$ cat config.mk
export PLATFORM = sky130hd
export DESIGN_NAME = game_flow_ctrl_flat
export DESIGN_NICKNAME = d
export VERILOG_FILES = /design/src/rtl/game_pkg.sv /design/src/rtl/game_flow_ctrl_if.sv /design/src/rtl/game_score_counter.sv /design/src/rtl/game_flow_ctrl.sv /design/src/flat_wrapper.sv
export SDC_FILE = /design/constraint.sdc
export NUM_CORES = 1
export LEC_CHECK = 0
export BUFFER_PORTS_ARGS = -buffer_cell sky130_fd_sc_hd__buf_2
export CAP_MARGIN = 20
export CORE_MARGIN = 8
export CORE_UTILIZATION = 30
export CTS_CLUSTER_DIAMETER = 30
export DETAILED_ROUTE_END_ITERATION = 6
export PLACE_DENSITY_LB_ADDON = 0.25
export SYNTH_ARGS = -nofsm -noshare
export SYNTH_HDL_FRONTEND = slang
export SYNTH_SLANG_ARGS = --single-unit
$ cat constraint.sdc
create_clock -name clk -period 4.1 [get_ports clk]
set_clock_uncertainty 0.2 [all_clocks]
set_input_delay 0.41 -clock clk [delete_from_list [all_inputs] [get_ports clk]]
set_output_delay 0.41 -clock clk [all_outputs]
set_load 0.02 [all_outputs]
$ cat src/rtl/game_pkg.sv
// Shared game-flow definitions: state encoding and per-event line clamp.
// Also used by the overlay and drop-timer blocks.
package game_pkg;

  typedef enum logic [1:0] {
    StReady = 2'd0,
    StPlay  = 2'd1,
    StPause = 2'd2,
    StOver  = 2'd3
  } game_state_e;

  localparam int unsigned MAX_LINES_EVT = 4;

  function automatic logic [2:0] clamp_lines(input logic [2:0] n);
    return (n > 3'(MAX_LINES_EVT)) ? 3'(MAX_LINES_EVT) : n;
  endfunction

endpackage

$ cat src/rtl/game_flow_ctrl_if.sv
// Button/board/overlay signal bundle around the game-flow controller.
interface game_flow_ctrl_if #(
  parameter int unsigned LEVEL_W = 4,
  parameter int unsigned LINES_W = 16
);
  logic               start_pulse;
  logic               pause_pulse;
  logic               game_over;
  logic               lines_vld;
  logic [2:0]         lines_n;
  logic               ingame_sig;
  logic               paused;
  logic               over_sig;
  logic               new_game;
  logic [LEVEL_W-1:0] level;
  logic [LINES_W-1:0] lines_total;

  modport slave (
    input  start_pulse, pause_pulse, game_over, lines_vld, lines_n,
    output ingame_sig, paused, over_sig, new_game, level, lines_total
  );

  modport master (
    output start_pulse, pause_pulse, game_over, lines_vld, lines_n,
    input  ingame_sig, paused, over_sig, new_game, level, lines_total
  );
endinterface

$ cat src/rtl/game_score_counter.sv
// Per-game line total and level tracker; lines_total saturates, level caps at MAX_LEVEL.
module game_score_counter
  import game_pkg::*;
#(
  parameter int unsigned LEVEL_W         = 4,
  parameter int unsigned MAX_LEVEL       = 9,
  parameter int unsigned LINES_PER_LEVEL = 10,
  parameter int unsigned LINES_W         = 16
) (
  input  logic               clk,
  input  logic               rst_n,
  input  logic               clear_i,
  input  logic               add_vld_i,
  input  logic [2:0]         lines_n_i,
  output logic [LEVEL_W-1:0] level_o,
  output logic [LINES_W-1:0] lines_total_o
);

  localparam int unsigned SUB_W = 8;

  logic [SUB_W-1:0]   sub_q, sub_d;
  logic [LEVEL_W-1:0] level_q, level_d;
  logic [LINES_W-1:0] total_q, total_d;
  logic [2:0]         n;
  logic [SUB_W:0]     sub_sum;
  logic [LINES_W:0]   total_sum;

  always_comb begin
    n         = clamp_lines(lines_n_i);
    sub_sum   = {1'b0, sub_q} + (SUB_W+1)'(n);
    total_sum = {1'b0, total_q} + (LINES_W+1)'(n);
    sub_d     = sub_q;
    level_d   = level_q;
    total_d   = total_q;
    if (clear_i) begin
      sub_d   = '0;
      level_d = '0;
      total_d = '0;
    end else if (add_vld_i) begin
      total_d = total_sum[LINES_W] ? '1 : total_sum[LINES_W-1:0];
      // n <= 4 < LINES_PER_LEVEL, so one subtraction always lands back in range
      if (sub_sum >= (SUB_W+1)'(LINES_PER_LEVEL)) begin
        sub_d = SUB_W'(sub_sum - (SUB_W+1)'(LINES_PER_LEVEL));
        if (level_q < LEVEL_W'(MAX_LEVEL)) begin
          level_d = level_q + LEVEL_W'(1);
        end
      end else begin
        sub_d = sub_sum[SUB_W-1:0];
      end
    end
  end

  always_ff @(posedge clk or negedge rst_n) begin
    if (!rst_n) begin
      sub_q   <= '0;
      level_q <= '0;
      total_q <= '0;
    end else begin
      sub_q   <= sub_d;
      level_q <= level_d;
      total_q <= total_d;
    end
  end

  assign level_o       = level_q;
  assign lines_total_o = total_q;

endmodule

$ cat src/rtl/game_flow_ctrl.sv
// Top-level game flow: READY/PLAY/PAUSE/OVER FSM, timed game-over hold, score counter.
module game_flow_ctrl
  import game_pkg::*;
#(
  parameter int unsigned LEVEL_W         = 4,
  parameter int unsigned MAX_LEVEL       = 9,
  parameter int unsigned LINES_PER_LEVEL = 10,
  parameter int unsigned LINES_W         = 16,
  parameter int unsigned OVER_HOLD       = 50_000_000
) (
  input logic              clk,
  input logic              rst_n,
  game_flow_ctrl_if.slave  bus
);

  localparam int unsigned        HOLD_W    = $clog2(OVER_HOLD);
  localparam logic [HOLD_W-1:0]  HOLD_LAST = HOLD_W'(OVER_HOLD - 1);

  game_state_e       state_q, state_d;
  logic [HOLD_W-1:0] hold_q, hold_d;
  logic              ingame_q, paused_q, over_q, new_game_q;

  always_comb begin
    state_d = state_q;
    hold_d  = hold_q;
    unique case (state_q)
      StReady: begin
        if (bus.start_pulse) state_d = StPlay;
      end
      StPlay: begin
        if (bus.game_over) begin
          state_d = StOver;
          hold_d  = '0;
        end else if (bus.pause_pulse) begin
          state_d = StPause;
        end
      end
      StPause: begin
        if (bus.start_pulse || bus.pause_pulse) state_d = StPlay;
      end
      StOver: begin
        if (bus.start_pulse || (hold_q == HOLD_LAST)) begin
          state_d = StReady;
        end else begin
          hold_d = hold_q + HOLD_W'(1);
        end
      end
      default: state_d = StReady;
    endcase
  end

  // Status flags are registered from state_d so they line up with state_q.
  always_ff @(posedge clk or negedge rst_n) begin
    if (!rst_n) begin
      state_q    <= StReady;
      hold_q     <= '0;
      ingame_q   <= 1'b0;
      paused_q   <= 1'b0;
      over_q     <= 1'b0;
      new_game_q <= 1'b0;
    end else begin
      state_q    <= state_d;
      hold_q     <= hold_d;
      ingame_q   <= (state_d == StPlay);
      paused_q   <= (state_d == StPause);
      over_q     <= (state_d == StOver);
      new_game_q <= (state_q == StReady) && (state_d == StPlay);
    end
  end

  logic clear;
  logic add_vld;

  assign clear   = (state_q == StReady) && bus.start_pulse;
  assign add_vld = (state_q == StPlay) && bus.lines_vld;

  game_score_counter #(
    .LEVEL_W        (LEVEL_W),
    .MAX_LEVEL      (MAX_LEVEL),
    .LINES_PER_LEVEL(LINES_PER_LEVEL),
    .LINES_W        (LINES_W)
  ) u_score (
    .clk          (clk),
    .rst_n        (rst_n),
    .clear_i      (clear),
    .add_vld_i    (add_vld),
    .lines_n_i    (bus.lines_n),
    .level_o      (bus.level),
    .lines_total_o(bus.lines_total)
  );

  assign bus.ingame_sig = ingame_q;
  assign bus.paused     = paused_q;
  assign bus.over_sig   = over_q;
  assign bus.new_game   = new_game_q;

endmodule

$ cat src/flat_wrapper.sv
// flat-port wrapper written by rule: the top's interface ports become plain ports
module game_flow_ctrl_flat import game_pkg::*;
#(
  parameter int unsigned LEVEL_W         = 4,
  parameter int unsigned MAX_LEVEL       = 9,
  parameter int unsigned LINES_PER_LEVEL = 10,
  parameter int unsigned LINES_W         = 16,
  parameter int unsigned OVER_HOLD       = 50_000_000
)
  (clk, rst_n, bus_start_pulse, bus_pause_pulse, bus_game_over, bus_lines_vld, bus_lines_n, bus_ingame_sig, bus_paused, bus_over_sig, bus_new_game, bus_level, bus_lines_total);
  game_flow_ctrl_if #(.LEVEL_W(LEVEL_W), .LINES_W(LINES_W)) bus_i ();
  input logic clk;
  input logic rst_n;
  input wire logic [$bits(bus_i.start_pulse)-1:0] bus_start_pulse;
  input wire logic [$bits(bus_i.pause_pulse)-1:0] bus_pause_pulse;
  input wire logic [$bits(bus_i.game_over)-1:0] bus_game_over;
  input wire logic [$bits(bus_i.lines_vld)-1:0] bus_lines_vld;
  input wire logic [$bits(bus_i.lines_n)-1:0] bus_lines_n;
  output wire logic [$bits(bus_i.ingame_sig)-1:0] bus_ingame_sig;
  output wire logic [$bits(bus_i.paused)-1:0] bus_paused;
  output wire logic [$bits(bus_i.over_sig)-1:0] bus_over_sig;
  output wire logic [$bits(bus_i.new_game)-1:0] bus_new_game;
  output wire logic [$bits(bus_i.level)-1:0] bus_level;
  output wire logic [$bits(bus_i.lines_total)-1:0] bus_lines_total;
  assign bus_i.start_pulse = bus_start_pulse;
  assign bus_i.pause_pulse = bus_pause_pulse;
  assign bus_i.game_over = bus_game_over;
  assign bus_i.lines_vld = bus_lines_vld;
  assign bus_i.lines_n = bus_lines_n;
  assign bus_ingame_sig = bus_i.ingame_sig;
  assign bus_paused = bus_i.paused;
  assign bus_over_sig = bus_i.over_sig;
  assign bus_new_game = bus_i.new_game;
  assign bus_level = bus_i.level;
  assign bus_lines_total = bus_i.lines_total;
  game_flow_ctrl #(.LEVEL_W(LEVEL_W), .MAX_LEVEL(MAX_LEVEL), .LINES_PER_LEVEL(LINES_PER_LEVEL), .LINES_W(LINES_W), .OVER_HOLD(OVER_HOLD)) u_core (.clk(clk), .rst_n(rst_n), .bus(bus_i));
endmodule
==> out/metrics.yaml, run 1 <==
outcome: "completed"
dr.pass1.iters: 4
report.final.slew_viol_count: 0
slew_headroom: 0.365
power_leakage_nw: 1.93
htree_num_levels: 3
final_util: 0.357
syn_area_per_cell_um2: 9.11
synthTopCellsByArea: "dfrtp_1, xor2_1, nor2_1"
synth-edff-count: 0
drc: 0
grt_pass1_wl_mm: 15.0
maxCapViolations: 0
row_count: 40
async_flop_share: 1.00
cts_sinks: 60
ys.flop_type: "dfrtp_1"
vias_per_cell: 5.12
post_route_cells_drive_above_1_share: 0.150
nets: 449
final_cell_mix: "dfrtp_1, nor2_1, nand2_1, buf_2, a21oi_1"
design.core.area_um2: 11900
drt-total-wl_mm: 8.65
synth_top_area_frac: 0.417
drt_iter0_markers: 173
pin_count: 33
synth_nets: 416
n_fill_cell: 1231
fin_crit_sh: 0.779
synth_largest_area_cell: "dfrtp_1"
ys_seq_area_frac: 0.417
multi_input_area_um2: 1960
layout_commonest_cell: "dfrtp_1"
ys_ff_latch: 60
end_kind: "flip-flop"
hold_class: "in -> reg"
r2r_start: "u_core.u_score.sub_q[0]"
tns_ps: 0
initial_core_util: 0.303
cts_tree: "done"
fin_crit_ps: 3190
tightest_slew_ps: 946
wl_per_cell_um: 14.9
synth_area_um2: 3600
diodes: 0
synth_warnings: 0
crit_end: "u_core.u_score.sub_q[2]"
holdWs_ps: 187
grt_use_total: 0.117
chipWidth_um: 126
design_area_um2: 4230
rr_endpoint: "u_core.u_score.sub_q[2]"
root_buffer: "clkbuf_16"
grt_pass1_vias: 2947
synth_cells: 395
crit_start: "bus_lines_n[2]"
clock_latency_ps: 330
ir_drop_uv: 189
max_freq_ghz: 0.313
cp.required_ps: 4110
cp.arrival_ps: 3200
regArea_um2: 1500
grt_max_degree: 42
overflow: 0
dpl-instance-area_um2: 3880
power.total_mw: 2.55
critPathLaunchType: "input pin"
crit_fanout: 10
rr_worst_depth: 11
finalHoldViolations: 0
io_buffers: 32
path_clk_slew_ps: 50
via_count: 2971
dieArea_um2: 15800
p_per_area_nw_per_um2: 603
die_h_um: 126
ant_nets: 0
clk_path_buf_depth: 2
hpwl_mm: 6.09
critical_path_class: "in -> reg"
ys_types: 55
cts_setup_buffers: 0
rsz0062_at_grt: "false"
finalWeightedCongestion: 0.823
syn_to_final_growth_pct: 17.7
reg2reg_slack_ps: 960
antenna_found_initial: 0
cts_made_buffers: 9
setup_violations: 0
[worst max-delay path, stage by stage]
cell	delay, ps
buf_2	120
nor2b_1	170
ha_1	260
inv_1	80
fa_1	520
xor2_1	320
ha_1	240
o21bai_1	110
o21bai_1	160
nand3_1	120
buf_4	190
or4_1	390
o311ai_0	100
[per-stage QoR]
step	instances	worst slack, ps
4_1_cts	577	913
6_report	580	906
3_3_place_gp	561	686
3_5_place_dp	561	548
5_1_grt	580	617
2_1_floorplan	395	993
[registers in the layout, summed over array words and instances (netlist names)]
signal	count
u_core.u_score.sub_q	8
u_core.bus.new_game	1
u_core.bus.ingame_sig	1
u_core.hold_q	26
u_core.state_q	2
u_core.bus.paused	1
u_core.u_score.level_o	4
u_core.bus.over_sig	1
u_core.u_score.lines_total_o	16
[worst min-delay path by stage]
stage                                            to                            start  slack [ps]  depth (start not counted)
finish                        u_core.bus.ingame_sig                  bus_pause_pulse         190                          2
global route                  u_core.bus.ingame_sig                  bus_pause_pulse         200                          2
CTS                       u_core.u_score.level_o[1]                            rst_n          70                          1
detailed placement  u_core.u_score.lines_total_o[8]  u_core.u_score.lines_total_o[8]         310                          1
global placement    u_core.u_score.lines_total_o[8]  u_core.u_score.lines_total_o[8]         310                          1
floorplan                     u_core.bus.ingame_sig                            rst_n         -90                          0
[metal layers]
metal  share of wire  track usage  up-vias
met5               0            0        -
met4           0.018       0.0537        0
met3           0.038       0.0293       12
met2            0.45        0.176       47
met1            0.49        0.153     1438
li1                -            -     1474
[where the power goes]
| part | total [mW] | switching [mW] | internal (mW) |
|---|---|---|---|
| Combinational | 0.914 | 0.581 | 0.333 |
| Sequential | 0.831 | 0.133 | 0.699 |
| Clock | 0.808 | 0.263 | 0.545 |
[cells by family after synthesis]
kind of cell               count (synthesis)  share of synthesized area
AOI/OAI and AO/OA                         87                      0.164
muxes                                      7                     0.0198
DFF                                       60                      0.417
adders and majority gates                 12                     0.0459
buffers and inverters                     28                     0.0390
and+or+nand+nor                          169                      0.236
xor gates and xnor gates                  32                     0.0779
[layout make-up]
type / instances / area share
Timing Repair Buffer: 39 / 0.0538
Multi-Input combinational cell: 307 / 0.463
Clock inverter: 5 / 0.0177
Clock buffer: 11 / 0.0573
Tap cell: 147 / 0.0435
Inverter: 11 / 0.00975
Sequential cell: 60 / 0.355
[cells in the mapped netlist (all sizes together), types with 2 or more instances]
cell type and instances:
nor2b 5, ha 10, inv 11, nor2 50
a311oi 7, o311ai 2, or4 3, dfrtp 60
a211oi 4, a21oi 30, mux2i 6, o211ai 8
and3 11, nand2 39, buf 8, nand3 12
and4 5, nand2b 5, a31oi 4, nand4 10
nor4 4, and2 5, o21bai 2, fa 2
xnor2 10, o31ai 2, nand3b 2, a21o 3
or2 2, o211a 3, nor3 10, xor2 22
or4b 2, nor3b 2, clkbuf 9, o21ai 16
[what timing repair did]
item | in CTS | in global routing
gates resized for setup | 0 | 0
hold endpoints to repair | 0 | 5
hold buffers | 0 | 1
No activity file was read; power rests on OpenSTA's default activity.
==> run 2, diff against run 1 <==
==> constraint.sdc (replaced) <==
create_clock -name clk -period 3.01 [get_ports clk]
set_clock_uncertainty 0.2 [all_clocks]
set_input_delay 0.301 -clock clk [delete_from_list [all_inputs] [get_ports clk]]
set_output_delay 0.301 -clock clk [all_outputs]
set_load 0.02 [all_outputs]
==> run 2 against run 1 <==
Compared with the run above:
- worst setup slack got worse by 710 ps
- global-route usage hardly changed
- non-clock buffer count is 23 higher
- largest power group unchanged
- sequential power increased by 37%
- final area rose by 4.4%
- largest cell class unchanged
- critical path type is now reg -> reg
- via count up 3.1%
==> out/metrics.yaml, run 2 (synthesized netlist as in run 1, its figures left out) <==
cts_tree: "done"
dp_slack_ps: -148  # -696 ps
drt_iter0_markers: 128  # -26%
met1Wirelength_mm: 4.25  # -0.70%
grt_pass1_wl_mm: 14.9  # -0.64%
via_count: 3063  # +3.1%
path_buf_inv: 2  # -1
ant_nets: 0  # unchanged
hold_class: "in -> reg"
fin_crit_ps: 2820
drt-total-wl_mm: 8.81  # +1.9%
clock_latency_ps: 320  # about the same
swShare: 0.371  # -0.0120
diodes: 0  # unchanged
report.final.slew_viol_count: 0  # unchanged
vias_per_cell: 5.08  # -0.84%
cts_setup_buffers: 0  # unchanged
row_count: 40  # unchanged
fin_crit_sh: 0.936
finalWorstSetupSlack_ps: 191  # -714 ps
ir_drop_uv: 359  # +90%
end_kind: "flip-flop"
wl_met2_mm: 4.05  # +4.4%
grt_use_total: 0.116  # -0.000339
pin_count: 33  # unchanged
design.core.area_um2: 11900  # unchanged
clk_path_buf_depth: 2  # unchanged
antenna_found_initial: 0  # unchanged
tightest_slew_ps: 790  # -155 ps
p_comb_frac: 0.382  # +0.024
cp.arrival_ps: 2820  # -380 ps
post_route_cells_drive_above_1_share: 0.195  # +0.0451
crit_chain: "ha_1 > inv_1 > fa_2 > xor2_2 > ha_1 > o21bai_1 > o21bai_1 > nand3_1 > buf_4 > or4_1 > o311ai_0"
intPower_mw: 2.35  # +49%
io_buffers: 32  # unchanged
power.total_mw: 3.73  # +46%
drc: 0  # unchanged
dr.pass1.iters: 4  # unchanged
die_h_um: 126  # unchanged
maxCapViolations: 0  # unchanged
largest_reg_flops: 26  # unchanged
top_layer_used: "met4"
dpl-instance-area_um2: 4060  # +4.6%
power_leakage_nw: 2.04  # +5.8%
nets: 472  # +5.1%
syn_to_final_growth_pct: 22.8
layout_commonest_cell: "dfrtp_1"
p_clk_frac: 0.313  # -0.003
wl_per_cell_um: 14.6  # -2.0%
cp_slowest_cell: "fa_2"
crit_fanout: 6  # -4
finalHoldViolations: 0  # unchanged
cp_top_family: "adder cells"
hpwl_mm: 6.33  # +3.9%
critical_path_class: "reg -> reg"
root_buffer: "clkbuf_16"
seq_power_share: 0.305  # -0.021
final_cell_mix: "dfrtp_1, nor2_1, nand2_1, buf_2, buf_4"
outcome: "completed"
max_freq_ghz: 0.355
grt_max_degree: 61  # +45%
chipWidth_um: 126  # unchanged
cts_sinks: 60  # unchanged
setup_violations: 0  # unchanged
path_clk_slew_ps: 50  # about the same
holdWs_ps: 61.3  # -125 ps
met3WireLength_um: 299  # -9.1%
cts_made_buffers: 9  # unchanged
tns_ps: 0  # unchanged
critPathLaunchType: "flip-flop"
overflow: 0  # unchanged
regMostFlops: "u_core.hold_q"
critPathMaxStageDelay_ps: 450  # -70 ps
p_per_area_nw_per_um2: 843  # +40%
slew_headroom: 0.473  # +0.108
cp.required_ps: 3010  # -1100 ps
power_switching_mw: 1.38  # +41%
grt_pass1_vias: 3016  # +2.3%
finalWeightedCongestion: 0.842  # +2.2%
dieArea_um2: 15800  # unchanged
htree_num_levels: 3  # unchanged
initial_core_util: 0.303  # unchanged
design_area_um2: 4420  # +4.4%
run 2: worst paths after layout:
check	start	endpoint	slack, ps	cells past startpoint
max	u_core.u_score.sub_q[0]	u_core.u_score.sub_q[2]	190	11
min	bus_pause_pulse	u_core.state_q[1]	60	2
max reg2reg	u_core.u_score.sub_q[0]	u_core.u_score.sub_q[2]	190	11
min reg2reg	u_core.u_score.lines_total_o[8]	u_core.u_score.lines_total_o[8]	310	1
max in group asynchronous	rst_n	u_core.hold_q[8]	1600	3
min in group asynchronous	rst_n	u_core.u_score.level_o[2]	480	3
run 2: power by group through the flow:
stage	logic (mW)	registers [mW]	clock network [mW]
3_5_place_dp	1.41	1.15	0
5_1_grt	1.58	1.16	1.23
6_report	1.42	1.14	1.17
2_1_floorplan	0.888	1.16	0
3_3_place_gp	1.40	1.15	0
4_1_cts	1.42	1.14	1.20
run 2: final cells by class:
type	count	area, µm²
flip-flops and latches	60	1500
multi-input cells	307	1970
well taps	147	184
repair buffers	62	388
inverters	11	41.3
clock buffers	11	233
clock inverters	5	100
fillers	1212	7440
run 2: metrics by stage:
stage / utilization / std cells
2_1_floorplan: - / 395
3_3_place_gp: 0.342 / 585
3_5_place_dp: 0.342 / 585
4_1_cts: 0.371 / 602
5_1_grt: 0.372 / 603
6_report: 0.372 / 603
run 2: metal layers:
layer  vias to the layer above  track usage
li1                       1525            -
met1                      1482        0.144
met2                        44        0.186
met3                        12       0.0229
met4                         0       0.0630
met5                         -            0
run 2: repair_timing:
item	CTS	global route
hold endpoints to repair	60	0
setup endpoints to repair	0	8
hold buffers	1	0
resized for setup	0	2
==> run 3, diff against run 2 <==
--- a/config.mk
+++ b/config.mk
@@ -7,7 +7,6 @@
 export LEC_CHECK = 0
 export BUFFER_PORTS_ARGS = -buffer_cell sky130_fd_sc_hd__buf_2
 export CAP_MARGIN = 20
-export CORE_MARGIN = 8
 export CORE_UTILIZATION = 30
 export CTS_CLUSTER_DIAMETER = 30
 export DETAILED_ROUTE_END_ITERATION = 6
==> run 3 against run 2 <==
Compared with the run above:
- the run now ends with DRC left
- non-clock buffer count increased by 4
- worst hold slack got worse by 6.7 ps
- die area decreased by 21%
- clock-buffer cell count increased by 2
- routed wire length decreased by 3.7%
- via count increased by 0.82%
- critical endpoint unchanged
- highest routed layer unchanged
==> out/metrics.yaml, run 3 (synthesized netlist as in run 1, its figures left out) <==
met2_usage: 0.223  # +0.0366
tightest_slew_ps: 769  # -21.7 ps
cts_sinks: 60  # unchanged
maxCapViolations: 0  # unchanged
fin_crit_sh: 0.940  # +0.00404
design.core.area_um2: 11600  # -2.5%
cp.arrival_ps: 2820  # about the same
via_count: 3088  # +0.82%
crit_fanout: 5  # -1
clock_latency_ps: 320  # about the same
path_clk_slew_ps: 50  # about the same
antenna_found_initial: 0  # unchanged
drt-total-wl_mm: 8.48  # -3.7%
dieArea_um2: 12400  # -21%
nets: 476  # +0.85%
intPower_mw: 2.19  # -6.6%
setup_violations: 0  # unchanged
syn_to_final_growth_pct: 22.2
regMostFlops: "u_core.hold_q"
slew_headroom: 0.487  # +0.0145
layoutNonFillerInstCount: 603  # unchanged
use_met3: 0.0283  # +0.00536
final_cell_mix: "dfrtp_1, nor2_1, nand2_1, buf_2, buf_4"
htree_num_levels: 3  # unchanged
row_count: 39  # -2.5%
critPathLaunchType: "flip-flop"
min_from: "bus_pause_pulse"
drt_iter0_markers: 121  # -5.5%
outcome: "finished with violations"
p_clk_frac: 0.275  # -0.038
final_util: 0.380  # +0.00749
wl_per_cell_um: 14.1  # -3.7%
initial_core_util: 0.311  # +0.00778
largest_reg_flops: 26  # unchanged
end_kind: "flip-flop"
finalHoldViolations: 0  # unchanged
grt_pass1_vias: 2940  # -2.5%
ant_nets: 0  # unchanged
post_route_cells_drive_above_1_share: 0.200  # +0.00482
dr.pass1.iters: 6  # +2
grt_max_degree: 61  # unchanged
clk_path_buf_depth: 2  # unchanged
finalWeightedCongestion: 0.820  # -2.6%
cts_made_buffers: 9  # unchanged
gr-max-usage-layer: "met2"
io_buffers: 32  # unchanged
cts_tree: "done"
hold_class: "in -> reg"
seq_power_share: 0.319  # +0.014
swShare: 0.384  # +0.0134
hold-path-cell-count: 2  # unchanged
r2r_start: "u_core.u_score.sub_q[0]"
critical_path_class: "reg -> reg"
pin_count: 33  # unchanged
reg2reg_slack_ps: 180  # about the same
violations: "DRC"
finalWorstSetupSlack_ps: 179  # -12.2 ps
vias_per_cell: 5.12  # +0.82%
multi_input_area_um2: 1960  # -0.51%
overflow: 0  # unchanged
report.final.slew_viol_count: 0  # unchanged
power.total_mw: 3.56  # -4.6%
chipWidth_um: 112  # -11%
cp.required_ps: 3000  # about the same
dpl-instance-area_um2: 4080  # +0.43%
rr_endpoint: "u_core.u_score.sub_q[2]"
layout_commonest_cell: "dfrtp_1"
grt_pass1_wl_mm: 14.5  # -3.0%
fin_crit_ps: 2830  # +12.2 ps
power_switching_mw: 1.37  # -1.1%
rsz0062_at_grt: "false"
grtUsageMet1: 0.200  # +0.0562
diodes: 0  # unchanged
drc: 3  # +3
regArea_um2: 1500  # unchanged
ir_drop_uv: 283  # -21%
p_per_area_nw_per_um2: 809  # -4.1%
dp_slack_ps: -88.7  # +59.4 ps
die_h_um: 112  # -11%
place_inst: 584  # -0.17%
grt_use_total: 0.145  # +0.0290
hpwl_mm: 6.14  # -3.0%
min_to: "u_core.bus.ingame_sig"
power_leakage_nw: 2.03  # -0.47%
p_comb_frac: 0.406  # +0.024
root_buffer: "clkbuf_16"
rr_worst_depth: 11  # unchanged
design_area_um2: 4390  # -0.54%
max_freq_ghz: 0.353  # -0.43%
n_fill_cell: 1153  # -4.9%
## run 3: cell types whose count changed in the layout (fill, tap and decap cells not counted), moves of 2 or more
cell	change
clkbuf_8	+3
bufinv_16	-3
clkinvlp_4	+2
buf_4	+3
## run 3: through the flow
| stage | setup TNS, ps | hold WS, ps |
|---|---|---|
| after CTS | 0 | 44.7 |
| final | 0 | 54.6 |
| after global routing | 0 | 61.2 |
| after global placement | -48.1 | 294 |
| after detailed placement | -310 | 317 |
| after floorplan | 0 | -195 |
## run 3: worst max path at each step
stage / startpoint / to
finish: u_core.u_score.sub_q[0] / u_core.u_score.sub_q[2]
global route: u_core.u_score.sub_q[0] / u_core.u_score.sub_q[2]
CTS: u_core.u_score.sub_q[0] / u_core.u_score.sub_q[2]
detailed placement: bus_lines_n[2] / u_core.u_score.sub_q[2]
global placement: bus_lines_n[2] / u_core.u_score.level_o[1]
floorplan: bus_lines_n[0] / u_core.u_score.sub_q[2]
## run 3: power groups by stage
stage / clock [mW] / sequential (mW) / combinational, mW
global route: 1.04 / 1.16 / 1.61
global placement: 0 / 1.14 / 1.42
CTS: 0.999 / 1.14 / 1.43
finish: 0.978 / 1.14 / 1.44
detailed placement: 0 / 1.15 / 1.43
floorplan: 0 / 1.16 / 0.888
## run 3: per-layer routing
| layer | vias up | share of wire |
|---|---|---|
| met3 | 14 | 0.032 |
| li1 | 1536 | - |
| met5 | - | 0 |
| met2 | 53 | 0.45 |
| met1 | 1485 | 0.50 |
| met4 | 0 | 0.018 |
## run 3: worst max-delay path: stages (launching register included)
cell      delay [ps]
dfrtp_1          350
ha_1             170
inv_1             60
fa_1             450
xor2_1           200
ha_1             190
o21bai_1         100
o21bai_1         140
nand3_1          150
buf_4            190
or4_1            400
o311ai_0         110
## run 3: what timing repair did
action	CTS	global route
hold buffers	1	0
setup endpoints to repair	0	2
setup buffers	0	1
gates resized for setup	0	1
hold endpoints to repair	60	0
## run 3: layout make-up
class | count | area share
Timing Repair Buffer | 66 | 0.0960
Tap cell | 143 | 0.0407
Clock buffer | 13 | 0.0615
Clock inverter | 3 | 0.00456
Inverter | 11 | 0.00940
Multi-Input combinational cell | 307 | 0.446
Sequential cell | 60 | 0.342
